==> src/rtl/axi_write_slave.sv <==
// axi_write_slave: AXI3 write-channel responder.
// Accepts one AW burst at a time, consumes its W beats, writes valid beats to a
// word-addressed memory port with one cycle of latency, then returns a single B response.
module axi_write_slave #(
    parameter int          buswidth  = 32,
    parameter int          MEM_AW    = 8,
    parameter logic [31:0] BASE_ADDR = 32'h0
) (
    input  logic                    ACLK,
    input  logic                    ARESET,
    input  logic [3:0]              AWID,
    input  logic [31:0]             AWADDR,
    input  logic [3:0]              AWLEN,
    input  logic [2:0]              AWSIZE,
    input  logic [1:0]              AWBURST,
    input  logic                    AWVALID,
    output logic                    AWREADY,
    input  logic [3:0]              WID,
    input  logic [buswidth-1:0]     WDATA,
    input  logic [buswidth/8-1:0]   WSTRB,
    input  logic                    WLAST,
    input  logic                    WVALID,
    output logic                    WREADY,
    output logic [3:0]              BID,
    output logic [1:0]              BRESP,
    output logic                    BVALID,
    input  logic                    BREADY,
    output logic                    mem_we,
    output logic [MEM_AW-1:0]       mem_addr,
    output logic [buswidth-1:0]     mem_wdata,
    output logic [buswidth/8-1:0]   mem_wstrb
);
    localparam int          BYTES     = buswidth / 8;
    localparam int          BSH       = $clog2(BYTES);
    localparam logic [32:0] MEM_BYTES = 33'd1 << (MEM_AW + BSH);

    typedef enum logic [1:0] {S_IDLE, S_DATA, S_RESP} state_t;

    state_t               state_q, state_d;
    logic [3:0]           id_q, id_d;
    logic [31:0]          addr_q, addr_d;
    logic [3:0]           len_q, len_d;
    logic [2:0]           size_q, size_d;
    logic [1:0]           burst_q, burst_d;
    logic [3:0]           cnt_q, cnt_d;
    // err blocks further writes; lerr only records WLAST misuse for the response
    logic                 err_q, err_d;
    logic                 lerr_q, lerr_d;
    logic [3:0]           bid_q, bid_d;
    logic [1:0]           bresp_q, bresp_d;
    logic                 mem_we_q, mem_we_d;
    logic [MEM_AW-1:0]    mem_addr_q, mem_addr_d;
    logic [buswidth-1:0]  mem_wdata_q, mem_wdata_d;
    logic [BYTES-1:0]     mem_wstrb_q, mem_wstrb_d;

    logic [31:0] bytes_w, wrap_total, wrap_base, addr_inc, addr_step;
    logic [32:0] offset;
    logic        in_range, last_beat, beat_bad, err_next, lerr_next;
    logic        wrap_len_ok, aw_aligned, aw_err;

    assign AWREADY   = (state_q == S_IDLE) && !ARESET;
    assign WREADY    = (state_q == S_DATA);
    assign BVALID    = (state_q == S_RESP);
    assign BID       = bid_q;
    assign BRESP     = bresp_q;
    assign mem_we    = mem_we_q;
    assign mem_addr  = mem_addr_q;
    assign mem_wdata = mem_wdata_q;
    assign mem_wstrb = mem_wstrb_q;

    // Next beat address: FIXED holds, INCR advances, WRAP folds back at the block end
    always_comb begin
        bytes_w    = 32'd1 << size_q;
        wrap_total = (32'(len_q) + 32'd1) << size_q;
        wrap_base  = addr_q & ~(wrap_total - 32'd1);
        addr_inc   = addr_q + bytes_w;
        case (burst_q)
            2'b00:   addr_step = addr_q;
            2'b10:   addr_step = (addr_inc == wrap_base + wrap_total) ? wrap_base : addr_inc;
            default: addr_step = addr_inc;
        endcase
    end

    // Legality of the AW request, evaluated on the live AW inputs at capture
    always_comb begin
        wrap_len_ok = (AWLEN == 4'd1) || (AWLEN == 4'd3) || (AWLEN == 4'd7) || (AWLEN == 4'd15);
        aw_aligned  = (AWADDR & ((32'd1 << AWSIZE) - 32'd1)) == 32'd0;
        aw_err      = (AWBURST == 2'b11) || (int'(AWSIZE) > BSH) ||
                      ((AWBURST == 2'b10) && (!wrap_len_ok || !aw_aligned));
    end

    // Transaction control: AW capture, per-beat write decision, response build-up
    always_comb begin
        state_d     = state_q;
        id_d        = id_q;
        addr_d      = addr_q;
        len_d       = len_q;
        size_d      = size_q;
        burst_d     = burst_q;
        cnt_d       = cnt_q;
        err_d       = err_q;
        lerr_d      = lerr_q;
        bid_d       = bid_q;
        bresp_d     = bresp_q;
        mem_we_d    = 1'b0;
        mem_addr_d  = mem_addr_q;
        mem_wdata_d = mem_wdata_q;
        mem_wstrb_d = mem_wstrb_q;

        offset    = {1'b0, addr_q} - {1'b0, BASE_ADDR};
        in_range  = (addr_q >= BASE_ADDR) && (offset < MEM_BYTES);
        last_beat = (cnt_q == len_q);
        beat_bad  = (WID != id_q) || !in_range;
        err_next  = err_q | beat_bad;
        lerr_next = lerr_q | (WLAST != last_beat);

        case (state_q)
            S_IDLE: begin
                if (AWVALID && AWREADY) begin
                    id_d    = AWID;
                    addr_d  = AWADDR;
                    len_d   = AWLEN;
                    size_d  = AWSIZE;
                    burst_d = AWBURST;
                    cnt_d   = 4'd0;
                    err_d   = aw_err;
                    lerr_d  = 1'b0;
                    state_d = S_DATA;
                end
            end
            S_DATA: begin
                if (WVALID) begin
                    if (!err_q && !beat_bad && (WSTRB != '0)) begin
                        mem_we_d    = 1'b1;
                        mem_addr_d  = MEM_AW'(offset >> BSH);
                        mem_wdata_d = WDATA;
                        mem_wstrb_d = WSTRB;
                    end
                    err_d  = err_next;
                    lerr_d = lerr_next;
                    addr_d = addr_step;
                    cnt_d  = cnt_q + 4'd1;
                    if (last_beat) begin
                        bid_d   = id_q;
                        bresp_d = (err_next || lerr_next) ? 2'b10 : 2'b00;
                        state_d = S_RESP;
                    end
                end
            end
            S_RESP: begin
                if (BREADY) begin
                    state_d = S_IDLE;
                end
            end
            default: state_d = S_IDLE;
        endcase
    end

    // State and registered outputs, cleared immediately by the asynchronous reset
    always_ff @(posedge ACLK or posedge ARESET) begin
        if (ARESET) begin
            state_q     <= S_IDLE;
            id_q        <= '0;
            addr_q      <= '0;
            len_q       <= '0;
            size_q      <= '0;
            burst_q     <= '0;
            cnt_q       <= '0;
            err_q       <= 1'b0;
            lerr_q      <= 1'b0;
            bid_q       <= '0;
            bresp_q     <= 2'b00;
            mem_we_q    <= 1'b0;
            mem_addr_q  <= '0;
            mem_wdata_q <= '0;
            mem_wstrb_q <= '0;
        end else begin
            state_q     <= state_d;
            id_q        <= id_d;
            addr_q      <= addr_d;
            len_q       <= len_d;
            size_q      <= size_d;
            burst_q     <= burst_d;
            cnt_q       <= cnt_d;
            err_q       <= err_d;
            lerr_q      <= lerr_d;
            bid_q       <= bid_d;
            bresp_q     <= bresp_d;
            mem_we_q    <= mem_we_d;
            mem_addr_q  <= mem_addr_d;
            mem_wdata_q <= mem_wdata_d;
            mem_wstrb_q <= mem_wstrb_d;
        end
    end

endmodule

==> config.mk <==
export PLATFORM = sky130hd
export DESIGN_NAME = axi_write_slave
export DESIGN_NICKNAME = d
export VERILOG_FILES = /design/src/rtl/axi_write_slave.sv
export SDC_FILE = /design/constraint.sdc
export NUM_CORES = 1
export LEC_CHECK = 0
export ABC_AREA = 1
export BUFFER_PORTS_ARGS = -buffer_cell sky130_fd_sc_hd__buf_2
export CAP_MARGIN = 20
export CORE_MARGIN = 1.5
export CORE_UTILIZATION = 51
export DETAILED_ROUTE_END_ITERATION = 6
export GPL_ROUTABILITY_DRIVEN = 0
export PLACE_DENSITY = 0.73
export SYNTH_ARGS = -nofsm -noshare
export SYNTH_HDL_FRONTEND = slang
export SYNTH_SLANG_ARGS = --single-unit
==> constraint.sdc <==
create_clock -name ACLK -period 9.18 [get_ports ACLK]
set_input_delay 0.459 -clock ACLK [delete_from_list [all_inputs] [get_ports ACLK]]
set_output_delay 0.459 -clock ACLK [all_outputs]
set_load 0.02 [all_outputs]
# Word-level counts from Yosys, hierarchy flattened
# Cells that the tools add are included.
word_totals:
  output_inout_bits: 54
  elab_cells: 104
  in_bits: 91
  register_bits: 104
op_classes:
  shifts: 3
  n_lt_le_gt_ge: 3
  n_reduce_logical: 31
  eq_ne: 18
  n_bitwise: 5
  n_mux: 23
  add_sub_neg: 6
ops:
  columns: ["op", "n"]
  rows:
  - ["one-hot mux 32 bit (2 select lines)", 2]
  - ["two-way mux 32 bit", 3]
  - ["adder 32 bit", 2]
  - ["bitwise AND 32 bit", 2]
  - ["left shift 1 x 3 -> 32 bit (first input constant)", 2]
  - ["subtractor 32 x 1 -> 32 bit (second input constant)", 2]
  - ["equality test 32 bit", 1]
  - [">= comparator 32 x 1 -> 1 bit (second input constant)", 1]
  - ["logical NOT 32 bit", 1]
  - ["< comparator 32 x 11 -> 1 bit (second input constant)", 1]
  - ["NOT 32 bit", 1]
  - ["left shift 5 x 3 -> 32 bit", 1]
  - ["two-way mux 2 bit", 5]
  - ["AND reduction 3 bit", 3]
  - ["equality test 2 bit (second input constant)", 4]
  - ["logical OR 1 bit", 8]
  - ["two-way mux 4 bit", 2]
  - ["one-hot mux 4 bit (2 select lines)", 1]
  - ["AND reduction 4 bit", 2]
  - ["two-way mux 1 bit", 7]
  - ["logical AND 1 bit", 6]
  - ["logical NOT 1 bit", 6]
  - ["!= test 2 x 1 -> 1 bit (second input constant)", 3]
  - ["one-hot mux 2 bit (3 select lines)", 1]
  - ["other kinds (18)", 22]

# Logic depth before layout (Yosys ltp)
depth:
  word_depth: 11
  ltp_mapped: 41
  ltp_nobuf: 40

# Worst setup path after synthesis
# OpenSTA, ideal clock, no wires.
synth_path:
  path_kind: "reg-to-reg"
  start: "reg len_q[1]"
  end: "reg addr_q[30]"
  path_buffers: 2
  arrival_time_ns: 4.450
  setup_slack_ns: 4.613
  stages_incl_launch_ff: 35
  required_ns: 9.064
  setup_ns: 0.116
  path_cell_list: "dfrtp_1 > ha_1 > o21ai_0 > nor2_1 > nand2_1 > nand3_2 > inv_2 > nand2_1 > nor2_2 > inv_1 > nor2_1 > inv_1 > nor4_1 > ha_1 > nand2_1 > inv_1 > ha_1 > nand2_1 > nor2_1 > a211oi_1 > nand3_1 > buf_6 > nand3b_1 > nand2_1 > nand2_1 > nand2_1 > nor2_1 > nand3_1 > nor2_1 > nand3_4 > buf_6 > nand2_1 > nand3_1 > nand2_1 > nand2_1"
synth_via:
  elab_chain_len: 11
synth_rtl:
  columns: ["element", "line_no", "text"]
  rows:
  - ["start, declared", "42", "logic [3:0] len_q, len_d;"]
  - ["start signal, assigned", "181", "len_q <= len_d;"]
  - ["adder 4 x 1 -> 5 bit *", "74", "wrap_total = (32'(len_q) + 32'd1) << size_q;"]
  - ["left shift 5 x 3 -> 32 bit *", "74", null]
  - ["subtractor 32 x 1 -> 32 bit", "75", "wrap_base = addr_q & ~(wrap_total - 32'd1);"]
  - ["NOT 32 bit", "75", null]
  - ["bitwise AND 32 bit", "75", null]
  - ["adder 32 bit", "79", "2'b10: addr_step = (addr_inc == wrap_base + wrap_total) ? wrap_base : addr_inc;"]
  - ["equality test 32 bit", "79", null]
  - ["two-way mux 32 bit *", "79", null]
  - ["one-hot mux 32 bit (2 select lines) *", "77", "case (burst_q)"]
  - ["two-way mux 32 bit *", "132", "if (WVALID) begin"]
  - ["one-hot mux 32 bit (2 select lines) *", "117", "case (state_q)"]
  - ["end signal, assigned", "180", "addr_q <= addr_d;"]
  - ["end, declared", "41", "logic [31:0] addr_q, addr_d;"]
# Mark *: on every way between the ends. The rest lies on a longest branch, timed or not. The select of a mux whose other input is x is not followed.
# A chain may end at the register's enable or synchronous reset.

# Worst setup path in the final report
layout_path:
  start: "reg len_q[0]"
  end: "reg addr_q[10]"
# Same word-level chain as after synthesis.

==> impl_metrics.prom <==
# TYPE chip_impl_metric gauge
chip_impl_metric{name="placement_rows",unit=""} 47
chip_impl_metric{name="crit_path_max_incr_delay",unit="ns"} 0.68
chip_impl_metric{name="grt_max_degree",unit=""} 74
chip_impl_metric{name="worst-path-max-fanout",unit=""} 33
chip_impl_metric{name="setup_violators_final",unit=""} 0
chip_impl_metric{name="areal_power_density_over_the_cells",unit="nW/um^2"} 401
chip_impl_metric{name="wire_length_of_the_first_global_routing_pass",unit="mm"} 43.1
chip_impl_info{name="cts-root-buf",value="sky130_fd_sc_hd__clkbuf_16"} 1
chip_impl_metric{name="die_width",unit="um"} 133
chip_impl_metric{name="drt.antenna.violating_nets",unit=""} 0
chip_impl_info{name="gr-max-usage-layer",value="met2"} 1
chip_impl_metric{name="netlist_instances",unit=""} 1360
chip_impl_metric{name="final.setup.tns",unit="ns"} 0
chip_impl_metric{name="clock_sink_count",unit=""} 103
chip_impl_metric{name="port-buffer-count",unit=""} 143
chip_impl_metric{name="cts_hold_repair.buffers",unit=""} 0
chip_impl_metric{name="drt-pass1-iter-count",unit=""} 6
chip_impl_metric{name="floorplan.die_area",unit="um^2"} 17800
chip_impl_metric{name="leakagePower",unit="nW"} 5.54
chip_impl_metric{name="comb_power_share",unit="%"} 69.1
chip_impl_metric{name="slew_at_the_pin_with_the_worst_max_slew_slack",unit="ns"} 0.958
chip_impl_metric{name="fillCellCount",unit=""} 1638
chip_impl_metric{name="grt_use_met1",unit="%"} 41.6
chip_impl_metric{name="grt_use_total",unit="%"} 30.1
chip_impl_metric{name="area_growth",unit="%"} 13.1
chip_impl_metric{name="grt.overflow.total",unit=""} 0
chip_impl_metric{name="syn-cell-area",unit="um^2"} 8670
chip_impl_metric{name="timing.max_cap.violations",unit=""} 0
chip_impl_metric{name="floorplan.initialDensity",unit="%"} 52.3
chip_impl_metric{name="net_total_in_the_final_layout",unit=""} 1590
chip_impl_info{name="worst_path_max_delay_cell",value="sky130_fd_sc_hd__nor2_4"} 1
chip_impl_metric{name="detailroute.via_count",unit=""} 9162
chip_impl_metric{name="ys.warnings.count",unit=""} 0
chip_impl_metric{name="vias_in_the_first_global_route",unit=""} 8733
chip_impl_metric{name="grt_use_met3",unit="%"} 7.38
chip_impl_metric{name="report.final.slew_viol_count",unit=""} 0
chip_impl_info{name="status",value="finished, final reports clean"} 1
chip_impl_metric{name="cts_buffers",unit=""} 9
chip_impl_metric{name="synth.net_count",unit=""} 1474
chip_impl_metric{name="post-place-cells",unit=""} 1685
chip_impl_metric{name="routed_wire_length_per_instance",unit="um"} 15.3
chip_impl_info{name="critical_path.startpoint_type",value="register"} 1
chip_impl_metric{name="period_share",unit="%"} 71.0
chip_impl_metric{name="fin_skew",unit="ns"} 0.0151
chip_impl_metric{name="cts.reportedPaths.clkPinSlew",unit="ns"} 0.08
chip_impl_info{name="hp-class",value="input port to asynchronous set/reset pin"} 1
chip_impl_info{name="cts_tree",value="done"} 1
chip_impl_metric{name="multiInputGateArea",unit="um^2"} 5250
chip_impl_metric{name="ir_worst_vdd",unit="V"} 0.000169
chip_impl_metric{name="layout_min_cycle_time",unit="ns"} 6.52
chip_impl_metric{name="share_of_post_route_cells_with_drive_strength_above_1",unit="%"} 15.8
chip_impl_metric{name="fmax",unit="GHz"} 0.153
chip_impl_metric{name="dr.first_iter.drc_count",unit=""} 957
chip_impl_metric{name="yosys_register_bits",unit=""} 103
chip_impl_info{name="layout_common_cells",value="457 x sky130_fd_sc_hd__nand2_1, 153 x sky130_fd_sc_hd__nand3_1, 149 x sky130_fd_sc_hd__inv_1, 143 x sky130_fd_sc_hd__buf_2, 127 x sky130_fd_sc_hd__nor2_1"} 1
chip_impl_metric{name="instances_no_fill",unit=""} 1701
chip_impl_metric{name="relSlewSlack",unit="%"} 36.1
chip_impl_metric{name="io_pins",unit=""} 145
chip_impl_metric{name="grt_antenna_before_repair",unit=""} 0
chip_impl_metric{name="clock_insertion_delay_worst_skew",unit="ns"} 0.36
chip_impl_metric{name="power_switching_share",unit="%"} 56.4
chip_impl_info{name="layout_commonest_cell",value="sky130_fd_sc_hd__nand2_1"} 1
chip_impl_metric{name="post_drt_via_cell_ratio",unit=""} 5.39
chip_impl_metric{name="postRouteWirelength",unit="mm"} 26.1
chip_impl_info{name="yosys_most_used_dff",value="sky130_fd_sc_hd__dfrtp_1"} 1
chip_impl_metric{name="grt_use_met2",unit="%"} 47.0
chip_impl_metric{name="netSwitchingPower",unit="mW"} 2.21
chip_impl_metric{name="drc_errors",unit=""} 0
chip_impl_info{name="critPathMostFrequentCell",value="sky130_fd_sc_hd__nand2_1"} 1
chip_impl_metric{name="floorplan.die.height",unit="um"} 133
chip_impl_metric{name="floorplan.core_area",unit="um^2"} 16600
chip_impl_metric{name="placed_wire_length_estimate_after_detailed_placement",unit="mm"} 19.7
chip_impl_metric{name="cts_setup_buffers",unit=""} 0
chip_impl_metric{name="hold_viol_final",unit=""} 0
chip_impl_metric{name="synthArstFlopShare",unit="%"} 100
chip_impl_info{name="worstSetupEndpointType",value="register"} 1
chip_impl_metric{name="worstPathRequired",unit="ns"} 9.46
chip_impl_metric{name="avgSynthCellArea",unit="um^2"} 6.38
chip_impl_metric{name="intPower",unit="mW"} 1.71
chip_impl_info{name="crit_type",value="register to register"} 1
chip_impl_metric{name="post_cts.resized_instances",unit=""} 0
chip_impl_metric{name="synth.distinct_cells",unit=""} 52
chip_impl_metric{name="worstPathArrival",unit="ns"} 6.79
chip_impl_info{name="grt_setup_unrepaired",value="false"} 1
chip_impl_metric{name="synth_edf_count",unit=""} 0
chip_impl_metric{name="seqPwrFrac",unit="%"} 20.0
chip_impl_metric{name="share_clk_of_total_power",unit="%"} 10.9
chip_impl_metric{name="ctsLongestPathBuffers",unit=""} 2
chip_impl_metric{name="n_antenna_cell",unit=""} 0
chip_impl_metric{name="ff_latch_area",unit="um^2"} 2580
chip_impl_metric{name="synth_sequential_area_ratio",unit="%"} 29.7
chip_impl_metric{name="cts-htree-levels",unit=""} 3
-- cell usage after synthesis, types with 2 or more instances --
library cell,n,area (um^2)
sky130_fd_sc_hd__nand3b_1,9,67.6
sky130_fd_sc_hd__nand2_2,14,87.6
sky130_fd_sc_hd__nand2_1,457,1720
sky130_fd_sc_hd__nand3_2,11,110
sky130_fd_sc_hd__xnor3_1,2,45.0
sky130_fd_sc_hd__nand2_4,5,56.3
sky130_fd_sc_hd__clkbuf_1,25,93.8
sky130_fd_sc_hd__o21ai_0,40,200
sky130_fd_sc_hd__o22ai_1,2,12.5
sky130_fd_sc_hd__nor3_1,14,70.1
sky130_fd_sc_hd__dfrtp_1,103,2580
sky130_fd_sc_hd__or2_2,2,12.5
sky130_fd_sc_hd__buf_4,4,30.0
sky130_fd_sc_hd__o31ai_1,4,30.0
sky130_fd_sc_hd__inv_2,8,30.0
sky130_fd_sc_hd__nand3_1,153,766
sky130_fd_sc_hd__o21ai_1,5,25.0
sky130_fd_sc_hd__nor2_2,9,56.3
sky130_fd_sc_hd__a211oi_1,2,15.0
sky130_fd_sc_hd__ha_1,21,263
sky130_fd_sc_hd__inv_1,150,563
sky130_fd_sc_hd__nor2_4,5,56.3
sky130_fd_sc_hd__nor3_2,4,40.0
sky130_fd_sc_hd__fa_1,2,40.0
sky130_fd_sc_hd__xnor2_1,8,70.1
sky130_fd_sc_hd__a21oi_1,75,375
sky130_fd_sc_hd__nand3_4,2,35.0
sky130_fd_sc_hd__nor4_1,9,56.3
sky130_fd_sc_hd__nor2_1,129,484
sky130_fd_sc_hd__buf_6,7,78.8
sky130_fd_sc_hd__clkinv_1,2,7.51
sky130_fd_sc_hd__o211ai_1,2,15.0
sky130_fd_sc_hd__buf_2,9,45.0
sky130_fd_sc_hd__xor2_1,26,228
sky130_fd_sc_hd__nand4_1,23,144
-- worst max-delay path: cells and delay by family, from the launching register on --
kind | cells | cell delay (ns)
buffers and inverters | 4 | 0.29
adders and majority gates | 3 | 0.98
AOI/OAI and AO/OA | 3 | 0.66
and+or+nand+nor | 21 | 3.99
DFF | 1 | 0.48
-- final timing paths --
check | startpoint | endpoint | slack [ns] | depth (start not counted)
worst max-delay path | len_q[0] | addr_q[10] | 2.66 | 31
worst min-delay path | ARESET | id_q[2] | 0.11 | 2
worst max register to register | len_q[0] | addr_q[10] | 2.66 | 31
worst min register to register | mem_wdata[26] | mem_wdata[26] | 0.48 | 2
max in group asynchronous | ARESET | addr_q[17] | 7.78 | 3
min in group ACLK | BREADY | state_q[1] | 0.27 | 2
-- metrics by stage --
stage / power, mW / utilization [%] / setup WS, ns / area [um^2] / hold WS, ns
5_1_grt: 4.32 / 59.1 / 2.10 / 9810 / 0.145
4_1_cts: 3.88 / 59.1 / 2.76 / 9810 / 0.126
3_3_place_gp: 3.40 / 57.2 / 3.02 / 9480 / 0.457
3_5_place_dp: 3.44 / 57.2 / 2.82 / 9480 / 0.459
2_1_floorplan: 2.86 / - / 4.61 / 8670 / 0.472
6_report: 3.93 / 59.1 / 2.66 / 9810 / 0.107
-- cells by family after synthesis --
family,Yosys count,share of synthesized area [%]
other,1,0.0432
DFF,103,29.7
xor gates and xnor gates,37,4.23
buffers and inverters,206,9.95
adders and majority gates,23,3.49
AOI/OAI and AO/OA,140,8.77
and+or+nand+nor,850,43.8
-- sequential cells by signal (all words and copies together), names as in the netlist --
register,count
BID,4
burst_q,2
cnt_q,4
mem_wstrb,4
size_q,3
id_q,4
addr_q,32
len_q,4
err_q,1
mem_wdata,32
mem_we,1
lerr_q,1
mem_addr,8
BRESP,1
state_q,2
-- area by class of cell --
| type | instances | share of cell area, % |
|---|---|---|
| Multi-Input combinational cell | 1051 | 53.5 |
| Sequential cell | 103 | 26.3 |
| Timing Repair Buffer | 151 | 7.91 |
| Inverter | 160 | 6.15 |
| Tap cell | 220 | 2.81 |
| Clock buffer | 10 | 2.44 |
| Clock inverter | 6 | 0.880 |
-- layer usage --
metal / wire, um / up-vias
met5: 0 / -
met4: 537 / 0
met3: 2400 / 46
met2: 11400 / 365
met1: 11800 / 4151
li1: - / 4600
-- power groups by stage --
| stage | Combinational, mW | Sequential [mW] | Clock (mW) |
|---|---|---|---|
| floorplan | 2.15 | 0.712 | 0 |
| global placement | 2.61 | 0.788 | 0 |
| detailed placement | 2.65 | 0.788 | 0 |
| CTS | 2.67 | 0.781 | 0.433 |
| global route | 3.07 | 0.805 | 0.448 |
| finish | 2.72 | 0.786 | 0.428 |
(Power assumes the default switching activity.)
